`src/rtl/mux_barrido.sv`:
```
// rtl/mux_barrido.sv - registered channel mux with fixed (FIJO) and dwell-timed scan (BARRIDO) modes
// Q lags canal by one cycle; cambio is a one-cycle flag registered alongside each scan advance.
module mux_barrido #(
  parameter int W     = 8,
  parameter int N     = 4,
  parameter int SW    = 2,
  parameter int DWELL = 4
) (
  input  logic            clk,
  input  logic            reset,
  input  logic [N*W-1:0]  datos,
  input  logic [SW-1:0]   sel,
  input  logic            modo,
  input  logic            en,
  output logic [W-1:0]    Q,
  output logic [SW-1:0]   canal,
  output logic            cambio
);

  localparam int             CW       = (DWELL > 1) ? $clog2(DWELL) : 1;
  localparam logic [CW-1:0]  CNT_LAST = CW'(DWELL - 1);
  localparam logic [SW-1:0]  CH_LAST  = SW'(N - 1);

  typedef enum logic {
    FIJO    = 1'b0,
    BARRIDO = 1'b1
  } estado_t;

  estado_t        estado_q, estado_d;
  logic [CW-1:0]  cnt_q, cnt_d;
  logic [CW-1:0]  cnt_start;
  logic [SW-1:0]  canal_q, canal_d;
  logic [SW-1:0]  base;
  logic [W-1:0]   q_q, q_d;
  logic           cambio_q, cambio_d;
  logic           canal_valid;

  always_ff @(posedge clk) begin
    if (reset) begin
      estado_q <= FIJO;
      cnt_q    <= '0;
      canal_q  <= '0;
      q_q      <= '0;
      cambio_q <= 1'b0;
    end else begin
      estado_q <= estado_d;
      cnt_q    <= cnt_d;
      canal_q  <= canal_d;
      q_q      <= q_d;
      cambio_q <= cambio_d;
    end
  end

  always_comb begin
    estado_d    = modo ? BARRIDO : FIJO;
    cnt_d       = '0;
    canal_d     = sel;
    cambio_d    = 1'b0;
    q_d         = '0;
    canal_valid = 1'b0;
    base        = '0;
    cnt_start   = '0;

    // Out-of-range indices select nothing, so Q loads zero and a scan restarts at channel 0.
    for (int k = 0; k < N; k++) begin
      if (canal_q == SW'(k)) begin
        q_d         = datos[k*W +: W];
        canal_valid = 1'b1;
      end
    end

    if (modo) begin
      base      = canal_valid ? canal_q : '0;
      cnt_start = (estado_q == BARRIDO) ? cnt_q : '0;
      cnt_d     = cnt_start;
      canal_d   = base;
      if (en) begin
        if (cnt_start == CNT_LAST) begin
          cnt_d    = '0;
          canal_d  = (base == CH_LAST) ? '0 : base + SW'(1);
          cambio_d = 1'b1;
        end else begin
          cnt_d = cnt_start + CW'(1);
        end
      end
    end
  end

  assign Q      = q_q;
  assign canal  = canal_q;
  assign cambio = cambio_q;

endmodule
```
`config.mk`:
```
export PLATFORM = sky130hd
export DESIGN_NAME = mux_barrido
export DESIGN_NICKNAME = d
export VERILOG_FILES = /design/src/rtl/mux_barrido.sv
export SDC_FILE = /design/constraint.sdc
export NUM_CORES = 1
export LEC_CHECK = 0
export CAP_MARGIN = 25
export CORE_MARGIN = 3
export CORE_UTILIZATION = 39
export DETAILED_ROUTE_END_ITERATION = 10
export GPL_ROUTABILITY_DRIVEN = 0
export HOLD_SLACK_MARGIN = 0.06
export PLACE_DENSITY = 0.91
export RECOVER_POWER = 50
export SLEW_MARGIN = 15
export SYNTH_ARGS = -nofsm -noshare
export SYNTH_HDL_FRONTEND = slang
export SYNTH_SLANG_ARGS = --single-unit
```
`constraint.sdc`:
```
create_clock -name clk -period 2.45 [get_ports clk]
set_input_delay 0.6125 -clock clk [delete_from_list [all_inputs] [get_ports clk]]
set_output_delay 0.6125 -clock clk [all_outputs]
set_load 0.05 [all_outputs]
```
## Yosys cells after proc, flatten, opt, wreduce, memory -nomap -nowiden

Index checks and enable logic that the tools add are counted.

| word-level totals | value |
|---|---|
| register bits after elaboration | 14 |
| bits of input ports | 38 |
| output and inout port bits | 11 |
| logic and storage cells | 35 |

| cells by class | value |
|---|---|
| add/sub/neg operators | 2 |
| eq/ne operators | 5 |
| muxes and demuxes | 18 |
| bitwise gates (word level) | 2 |
| reductions and logical operators | 3 |

Operator list:

| kind | count |
|---|---|
| 8-bit two-way mux | 4 |
| 2-bit two-way mux | 8 |
| 2-bit equality test (second input constant) | 4 |
| 1-bit two-way mux | 6 |
| 2-bit by 1-bit adder with 2-bit output (second input constant) | 2 |
| 3-bit OR reduction | 1 |
| 2-bit by 1-bit equality test with 1-bit output (second input constant) | 1 |
| 2-bit logical NOT | 1 |
| 1-bit NOT | 2 |
| 2-bit OR reduction | 1 |

## Longest topological paths before layout

| depth | value |
|---|---|
| depth in word-level cells | 11 |
| depth in mapped cells | 6 |
| gate-level depth less buffers | 5 |

## Least setup slack after synthesis

Ideal clock, no wire load.

| path | value |
|---|---|
| path kind | flip-flop to flip-flop |
| from | register canal_q[0], in the netlist canal[0] |
| to | register q_q[6], in the netlist Q[6] |
| library setup time | 133 ps |
| arrival time | 1675 ps |
| required time | 2317 ps |
| setup slack | 642 ps |
| cell stages (with the launch flop) | 6 |
| path buffers | 0 |
| period minus slack after synthesis | 1808 ps |
| path through | dfxtp_1 inv_1 ha_1 and2b_2 a221oi_1 o32ai_1 |

| between the ends | value |
|---|---|
| cells in the longest elaborated chain, start to end | 5 |
| elaborated cells on any way between the ends | 8 |
| those cells by class | eq/ne: 3; mux: 4; reduce/logical: 1 |

RTL lines:

| what | RTL line | RTL |
|---|---|---|
| from (decl) | 32 | `logic [SW-1:0] canal_q, canal_d;` |
| from (signal assigned) | 48 | `canal_q <= canal_d;` |
| 2-bit logical NOT | 66 | `if (canal_q == SW'(k)) begin` |
| 8-bit two-way mux (3 in a row) | 66 |  |
| 8-bit two-way mux (*) | 66 |  |
| to (signal assigned) | 49 | `q_q <= q_d;` |
| to (decl) | 34 | `logic [W-1:0] q_q, q_d;` |

Mark *: on every way between the ends. The rest lies on a longest branch, timed or not.
A chain may end at the register's enable or synchronous reset.

## Final worst setup path

| path | value |
|---|---|
| from | register canal_q[1], in the netlist canal[1] |
| to | output canal[1] |

RTL lines:

| what | RTL line | RTL |
|---|---|---|
| to (decl) | 16 | `output logic [SW-1:0] canal,` |

No word-level cell between the ends.

==> flow_metrics.env <==
export IMPL_ant_nets=0
export IMPL_dr_total_vias=839
export IMPL_ys_types=24
export IMPL_cts_resized=0
export IMPL_hold_viol_final=0
export IMPL_worst_slack_ns=0.314
export IMPL_finalMaxSlewViolations=0
export IMPL_skew_ns=0.00218
export IMPL_clkTransAtPathRegs_ns=0.09
export IMPL_status="finished, final reports clean"
export IMPL_syn2layout_area_growth_pct=63.3
export IMPL_dpl_hpwl_um=1950
export IMPL_cts_buffers=3
export IMPL_dp_cells=153
export IMPL_synth_seq_cells=14
export IMPL_fin_tns_setup_ns=0
export IMPL_core_area_um2=1820
export IMPL_critPathTopFamily="buffers and inverters"
export IMPL_hold_class="register to register"
export IMPL_syn_avg_cell_area_um2=9.49
export IMPL_netlist_instances=84
export IMPL_overflow=0
export IMPL_die_area_um2=2620
export IMPL_crit_chain="clkdlybuf4s50_1"
export IMPL_fin_crit_sh_pct=87.2
export IMPL_mostFrequentLayoutCell="clkdlybuf4s50_1"
export IMPL_final_cell_mix="47 x clkdlybuf4s50_1, 14 x dfxtp_1, 10 x nand2_1, 10 x and2b_2, 8 x a221oi_1"
export IMPL_cts_tree="done"
export IMPL_track_usage_pct=19.4
export IMPL_worstPathRequired_ns=1.84
export IMPL_seq_area_frac_synth_pct=35.2
export IMPL_critPathBufInv=1
export IMPL_crit_fanout=5
export IMPL_num_antenna_cells=0
export IMPL_dr_pass1_iters=5
export IMPL_drc_errors=0
export IMPL_finalPower_uw=644
export IMPL_final_setup_viol_count=0
export IMPL_viasPerCell=5.34
export IMPL_syn_num_nets=127
export IMPL_fp_dieH_um=51.2
export IMPL_cp_data_arrival_time_ns=1.52
export IMPL_cts_setup_buffers=0
export IMPL_crit_path_start_kind="register"
export IMPL_nets=176
export IMPL_grt_pass1_vias=836
export IMPL_slew_headroom_pct=65.8
export IMPL_antenna_found_initial=0
export IMPL_wirelength_um=2390
export IMPL_drt_iter0_drc=9
export IMPL_clockRootBuffer="clkbuf_4"
export IMPL_syn_area_um2=797
export IMPL_htreeDepth=1
export IMPL_critPathKind="register to output pin"
export IMPL_ir_drop_uv=321
export IMPL_die_w_um=51.2
export IMPL_final_util_pct=71.5
export IMPL_hold_buffers=0
export IMPL_pin_count=49
export IMPL_period_needed_ns=2.14
export IMPL_grt_pass1_wl_um=3800
export IMPL_crit_path_end_kind="output pin"
export IMPL_max_freq_mhz=468
export IMPL_slowest_stage="clkdlybuf4s50_1"
export IMPL_synth_warnings=0
export IMPL_cellPowerDensity_nw_per_um2=495
export IMPL_leakage_nw=0.497
export IMPL_critPathMaxStageDelay_ns=0.83
export IMPL_cts_num_sinks=14
export IMPL_clk_latency_ns=0.28
export IMPL_fp_row_count=15
export IMPL_start_util_pct=43.8
export IMPL_pre_cts_ws_ns=0.625
export IMPL_finalNonFillerCells=157
export IMPL_maxCapViolCount=0
export IMPL_routedWlPerCell_um=15.2
export IMPL_clk_path_buf_depth=2
export IMPL_grt_max_degree=17
export IMPL_drive_above_1_share_pct=11.4
export IMPL_rsz0062_at_grt="no"
export IMPL_portBuffers=48
export IMPL_worst_slew_pin_slew_ns=0.511
## per-stage QoR
step | hold WS (ns) | area (um2)
3_5_place_dp | 0.544 | 1270
5_1_grt | 0.592 | 1300
6_report | 0.552 | 1300
3_3_place_gp | 0.523 | 1270
2_1_floorplan | 0.583 | 797
4_1_cts | 0.560 | 1310
## layout make-up
| type | instances | area (um2) |
|---|---|---|
| clock buffer | 4 | 36.3 |
| fill | 136 | 519 |
| inverter | 3 | 11.3 |
| multi-input combinational | 62 | 458 |
| sequential | 14 | 280 |
| tap | 25 | 31.3 |
| timing repair buffer | 49 | 484 |
## worst paths after layout
kind / from / end / slack (ns) / cells after the start
hold / removal: canal[1] / canal[1] / 0.55 / 2
setup / recovery: canal[1] / canal[1] / 0.31 / 1
hold reg to reg: canal[1] / canal[1] / 0.55 / 2
setup reg to reg: canal[1] / Q[1] / 0.68 / 5
## cell families after synthesis
group,after synthesis,share of synthesized area (%)
fa+ha+maj,5,7.85
buf+inv,8,7.38
flops,14,35.2
compound gates,19,20.1
xor+xnor,2,2.20
simple gates,36,27.3
## state kept, by name (all words and copies together) (netlist names)
signal	flops
Q	8
cambio	1
canal	2
cnt_q	2
estado_q	1
## synth_stat cells
cell type	count	area share, %
nand2b_1	2	1.6
xnor2_1	2	2.2
buf_2	1	0.63
or2_1	1	0.79
nand3_1	1	0.63
a21oi_1	1	0.63
dfxtp_1	14	35
a211oi_1	1	0.94
nor2b_1	4	3.1
nor2_1	4	1.9
buf_6	2	2.8
o32ai_1	7	7.7
buf_4	1	0.94
a221oi_1	8	8.8
inv_1	3	1.4
nand3b_1	1	0.94
nand2_1	10	4.7
a311oi_1	1	1.1
and2b_2	10	11
nor2b_2	1	1.1
ha_1	5	7.8
o31ai_1	1	0.94
and2_1	2	1.6
dlymetal6s2s_1	1	1.6
## where the power goes
group | leakage, nW | internal [mW] | total (mW) | switching [mW]
Clock | 0.0210 | 0.0904 | 0.166 | 0.0760
Combinational | 0.361 | 0.114 | 0.225 | 0.111
Sequential | 0.116 | 0.245 | 0.252 | 0.00732
## routing by layer
metal,GRT usage (%),wire length (um),up-vias
met4,4.04,10,0
met5,0,0,-
li1,-,-,397
met2,36.1,1140,45
met1,21.6,1030,395
met3,5.54,221,2
(Power assumes the default switching activity.)
